===== src/rtl/uart_cfg_sequencer.sv =====
// Power-up UART configurator: writes the divisor/LCR/FCR/IER sequence over a
// Wishbone-style port, then hands the UART port to the host as a pass-through.
module uart_cfg_sequencer #(
  parameter logic [15:0] DIVISOR        = 16'h0034,
  parameter logic [7:0]  LCR_VALUE      = 8'h03,
  parameter logic [7:0]  FCR_VALUE      = 8'hC7,
  parameter logic [7:0]  IER_VALUE      = 8'h00,
  parameter int unsigned TIMEOUT_CYCLES = 7
) (
  input  logic        WBs_CLK_i,
  input  logic        WBs_RST_i,
  input  logic        Start_i,
  input  logic [3:0]  Host_ADR_i,
  input  logic        Host_CYC_i,
  input  logic        Host_WE_i,
  input  logic        Host_STB_i,
  input  logic [7:0]  Host_DAT_i,
  output logic [15:0] Host_DAT_o,
  output logic        Host_ACK_o,
  output logic [3:0]  UART_ADR_o,
  output logic        UART_CYC_o,
  output logic        UART_WE_o,
  output logic        UART_STB_o,
  output logic [7:0]  UART_DAT_o,
  input  logic [15:0] UART_DAT_i,
  input  logic        UART_ACK_i,
  output logic        Busy_o,
  output logic        Done_o,
  output logic        Err_o
);

  localparam int unsigned      TMO_W     = $clog2(TIMEOUT_CYCLES + 1);
  localparam logic [TMO_W-1:0] TMO_LAST  = TMO_W'(TIMEOUT_CYCLES - 1);
  localparam logic [2:0]       LAST_STEP = 3'd5;

  typedef enum logic [1:0] {
    S_DRIVE,
    S_GAP,
    S_READY,
    S_PEND
  } state_t;

  state_t           r_state;
  logic [2:0]       r_step;
  logic [TMO_W-1:0] r_tmo_cnt;
  logic             r_done;
  logic             r_err;

  logic [3:0]       w_step_adr;
  logic [7:0]       w_step_dat;
  logic             w_tmo_hit;

  // NOTE: every output of a combinational block gets a default first, so no
  // path through the case can leave it unassigned and infer a latch.
  always_comb begin
    w_step_adr = 4'd0;
    w_step_dat = 8'h00;
    case (r_step)
      3'd0:    begin w_step_adr = 4'd3; w_step_dat = 8'h80;                   end
      3'd1:    begin w_step_adr = 4'd0; w_step_dat = DIVISOR[7:0];            end
      3'd2:    begin w_step_adr = 4'd1; w_step_dat = DIVISOR[15:8];           end
      3'd3:    begin w_step_adr = 4'd3; w_step_dat = {1'b0, LCR_VALUE[6:0]};  end
      3'd4:    begin w_step_adr = 4'd2; w_step_dat = FCR_VALUE;               end
      3'd5:    begin w_step_adr = 4'd1; w_step_dat = IER_VALUE;               end
      default: ;
    endcase
  end

  // The counter holds the number of un-acked DRIVE cycles already elapsed, so
  // the last allowed cycle is the one where it equals TIMEOUT_CYCLES-1.
  assign w_tmo_hit = (r_tmo_cnt == TMO_LAST);

  // NOTE: state registers use non-blocking assignments so every register
  // samples pre-edge values regardless of statement order.
  always_ff @(posedge WBs_CLK_i) begin
    if (WBs_RST_i) begin
      r_state   <= S_DRIVE;
      r_step    <= 3'd0;
      r_tmo_cnt <= '0;
      r_done    <= 1'b0;
      r_err     <= 1'b0;
    end else begin
      case (r_state)
        S_DRIVE: begin
          if (UART_ACK_i) begin
            r_tmo_cnt <= '0;
            if (r_step == LAST_STEP) begin
              r_done  <= 1'b1;
              r_state <= S_READY;
            end else begin
              r_step  <= r_step + 3'd1;
              r_state <= S_GAP;
            end
          end else if (w_tmo_hit) begin
            r_tmo_cnt <= '0;
            r_err     <= 1'b1;
            r_state   <= S_READY;
          end else begin
            r_tmo_cnt <= r_tmo_cnt + TMO_W'(1);
          end
        end
        S_GAP: begin
          r_tmo_cnt <= '0;
          r_state   <= S_DRIVE;
        end
        S_READY: begin
          if (Start_i) begin
            if (Host_CYC_i) begin
              r_state <= S_PEND;
            end else begin
              r_step    <= 3'd0;
              r_tmo_cnt <= '0;
              r_done    <= 1'b0;
              r_err     <= 1'b0;
              r_state   <= S_DRIVE;
            end
          end
        end
        S_PEND: begin
          if (!Host_CYC_i) begin
            r_step    <= 3'd0;
            r_tmo_cnt <= '0;
            r_done    <= 1'b0;
            r_err     <= 1'b0;
            r_state   <= S_DRIVE;
          end
        end
        default: r_state <= S_DRIVE;
      endcase
    end
  end

  // Bus outputs are decoded from state rather than registered because the
  // host path must be a same-cycle pass-through; reset masks them at once.
  always_comb begin
    UART_ADR_o = 4'd0;
    UART_CYC_o = 1'b0;
    UART_WE_o  = 1'b0;
    UART_STB_o = 1'b0;
    UART_DAT_o = 8'h00;
    Host_DAT_o = 16'h0000;
    Host_ACK_o = 1'b0;
    Busy_o     = 1'b1;
    Done_o     = 1'b0;
    Err_o      = 1'b0;
    if (!WBs_RST_i) begin
      Done_o = r_done;
      Err_o  = r_err;
      case (r_state)
        S_DRIVE: begin
          UART_ADR_o = w_step_adr;
          UART_CYC_o = 1'b1;
          UART_WE_o  = 1'b1;
          UART_STB_o = 1'b1;
          UART_DAT_o = w_step_dat;
        end
        S_READY, S_PEND: begin
          UART_ADR_o = Host_ADR_i;
          UART_CYC_o = Host_CYC_i;
          UART_WE_o  = Host_WE_i;
          UART_STB_o = Host_STB_i;
          UART_DAT_o = Host_DAT_i;
          Host_DAT_o = UART_DAT_i;
          Host_ACK_o = UART_ACK_i;
          Busy_o     = (r_state == S_PEND);
        end
        default: ;
      endcase
    end
  end

endmodule


===== config.mk =====
export PLATFORM = sky130hd
export DESIGN_NAME = uart_cfg_sequencer
export DESIGN_NICKNAME = d
export VERILOG_FILES = /design/src/rtl/uart_cfg_sequencer.sv
export SDC_FILE = /design/constraint.sdc
export NUM_CORES = 1
export LEC_CHECK = 0
export ABC_AREA = 1
export CAP_MARGIN = 20
export CORE_MARGIN = 8
export CORE_UTILIZATION = 45
export CTS_CLUSTER_DIAMETER = 150
export CTS_CLUSTER_SIZE = 10
export DETAILED_ROUTE_END_ITERATION = 8
export DONT_BUFFER_PORTS = 1
export MAX_ROUTING_LAYER = met4
export PLACE_DENSITY = 0.65
export SLEW_MARGIN = 0
export SYNTH_ARGS = -nofsm -noshare
export SYNTH_HDL_FRONTEND = slang
export SYNTH_SLANG_ARGS = --single-unit

===== constraint.sdc =====
create_clock -name WBs_CLK_i -period 2.4 [get_ports WBs_CLK_i]
set_input_delay 0.24 -clock WBs_CLK_i [delete_from_list [all_inputs] [get_ports WBs_CLK_i]]
set_output_delay 0.24 -clock WBs_CLK_i [all_outputs]
set_load 0.02 [all_outputs]

==> summary.txt <==
Via count -> 1020
Post-route clock period utilization -> 90.4%
Num rows -> 16
Post-synth EDFFs -> 0
Top_reg_cell synth -> dfxtp_1
VDD IR max -> 280 uV
Vias in the first global route -> 995
Most frequent cell after synthesis -> nand2_1
Req. time, crit path -> 2160 ps
Final wirelength -> 2.86 mm
First-pass GRT wire length -> 4.66 mm
Sink Count -> 10
Endpoints failing setup -> 0
DR DRC count -> 0
Min-delay src -> WBs_RST_i
Setup TNS -> 0 ps
Critical path class -> flop to output pin
Tightest Hold Check Type -> input port to flop
Worst r2r src -> r_state[1]
Largest delay share family, worst path -> flip-flops
Worst path slowest cell -> dfxtp_1
Postcts setup bufs -> 0
WHS Path Cells -> 1
FMAX -> 461 MHz
Global route hottest layer -> met2
Met3 GRT Util -> 8.06%
Die Height -> 62.2 um
Core Util, Final -> 50.4%
N_diodes -> 0
Reg clk slew, reported paths -> 70 ps
Max Root-Sink Buffers -> 2
Final slew viol count -> 0
Grt ovf -> 0
PwrDens -> 544 nW/um^2
Worst reg2reg path endpoint -> r_tmo_cnt[1]
CTS tree -> yes
Vias per cell -> 5.34
Skew-Pair Late Insertion Delay -> 270 ps
Worst slew margin -> 55.4%
GRT met2 Usage -> 25.0%
DP Wirelength -> 2.35 mm
Final hold violation count -> 0
Synthesized Nets -> 205
Synthesized area per cell -> 5.82 um^2
Synth top area share -> 21.9%
Synth warn -> 0
Final antenna-violating net count -> 0
Setup crit end kind -> output pin
Compound-gate portion of the synthesized area -> 12.2%
Area contributors post-synth -> nand2_1 22%, dfxtp_1 21%, nor2_1 11%, ha_1 6.5%, a21oi_1 5.2%
Fillers -> 226
Outcome -> finished clean
Ratio of cells with drive above 1 in the final layout -> 11.0%
Post-synth top cells -> 56 x nand2_1, 28 x nor2_1, 13 x inv_1, 10 x a21oi_1, 10 x dfxtp_1
Yosys cell types -> 25
Layout area overhead -> 3.91%
RSZ-0062 raised after global routing -> false
Post-Syn Instances -> 165
Total die area -> 3870 um^2
Initial DRC Count -> 77
Minimum clock period -> 2170 ps
Main combinational cell family by area after synthesis -> simple AND/OR/NAND/NOR gates
Number of synthesized register bits -> 10
Worst-margin pin slew -> 662 ps
Clock root buffer -> clkbuf_4
WHS Endpoint -> r_step[2]
Max stage delay on crit path -> 710 ps
Buffers & Inverters on Critical Path -> 1
Routability cong. -> 0.864
Sequential fraction of the synthesis area -> 20.8%
Met1 usage -> 14.5%
Drt wl/cell -> 14.9 um
All-Layer GR Usage -> 14.5%
Critical-path cell list -> inv_1 -> nor2_2 -> nand2_1 -> o21ai_0
Worst-path fanout max -> 16
Post-synthesis async set-or-reset flop share -> 0%
# Max-Cap Violations -> 0
Xor and xnor fraction of the mapped netlist area -> 0%
Critical Path Start Type -> flop
Worst Path Arrival -> 1930 ps
Largest net degree at the start of global routing -> 30
Final nets -> 206
Mux cell area share after synthesis -> 0%
Core footprint -> 1980 um^2
CTS resizes -> 0
Simple-Gate Fraction of Synth Area -> 50.7%
Initial core utilization -> 48.5%
Total CTS buffers -> 3
Max Clock Skew -> 8.44 ps
H-tree depth -> 1
I/O Buffers -> 0
Setup slack, reg-to-reg -> 800 ps
Hold buffer count at CTS -> 0
Netlist Area Pre-Place -> 961 um^2
Synth area leader -> nand2_1
Die span in x -> 62.2 um
LEAKAGE -> 0.461 nW
Initial antenna violation count -> 0
Post-synthesis adder-cell area fraction -> 6.51%
Worst reg2reg path depth -> 7
IO Pins -> 70
DRT Pass-1 Iters -> 4
layout by cell type (no fill, tap or decap):
master,n
a21oi_1,10
buf_4,2
inv_2,2
clkinv_1,1
nor3_1,1
nor2_8,1
nand4_1,4
dfxtp_1,10
inv_1,13
nand3b_1,1
or2_0,1
ha_1,5
o21ai_0,8
nor2_1,28
nand3_1,6
nor2_2,4
nand2_2,2
clkbuf_4,3
a22o_1,1
nand3b_4,1
nand2_1,56
nand3_2,2
o21bai_2,1
o21a_1,1
power by group:
part / leakage [nW] / internal [mW] / switching [mW] / total [mW]
logic: 0.366 / 0.0638 / 0.163 / 0.226
registers: 0.0816 / 0.179 / 0.0224 / 0.201
clock network: 0.0138 / 0.0579 / 0.0573 / 0.115
cell type report:
type                            count  area (um^2)  area share (%)
Multi-Input combinational cell    133          667            66.8
Sequential cell                    10          200            20.1
Inverter                           16         60.1            6.02
Tap cell                           27         33.8            3.38
Clock buffer                        3         22.5            2.26
Timing Repair Buffer                2         15.0            1.50
logic make-up (layout without fill, tap and decap cells):
logic type | count (synthesis) | in the layout
and+or+nand+nor | 107 | 107
AOI/OAI and AO/OA | 21 | 21
buffers and inverters | 22 | 21
DFF | 10 | 10
adders and majority gates | 5 | 5
state kept, by name, indices dropped and copies added (netlist names):
signal     count
r_step         3
r_tmo_cnt      3
r_state        2
r_done         1
r_err          1
metal layers:
metal,wire length [um],vias up
li1,-,521
met1,1150,447
met2,1360,50
met3,324,2
met4,16,0
met5,0,-
how the worst max path moves through the flow:
stage,cells past startpoint,slack (ps),startpoint,to
detailed placement,4,540,r_state[1],UART_DAT_o[6]
global route,4,60,r_state[1],UART_DAT_o[6]
floorplan,4,960,r_step[0],UART_DAT_o[6]
CTS,4,230,r_state[1],UART_DAT_o[6]
finish,4,230,r_state[1],UART_DAT_o[6]
global placement,4,630,r_state[1],UART_DAT_o[6]
metrics by stage:
stage / hold WS [ps] / cell area [um^2] / worst slack, ps / power [mW] / cells
floorplan: 411 / 961 / 963 / 0.404 / 165
global placement: 314 / 976 / 635 / 0.426 / 188
detailed placement: 315 / 976 / 545 / 0.432 / 188
CTS: 20.4 / 998 / 226 / 0.550 / 191
global route: 20.2 / 998 / 62.2 / 0.581 / 191
finish: 28.3 / 998 / 231 / 0.543 / 191
Note: power is estimated with default switching activity, not from simulation.
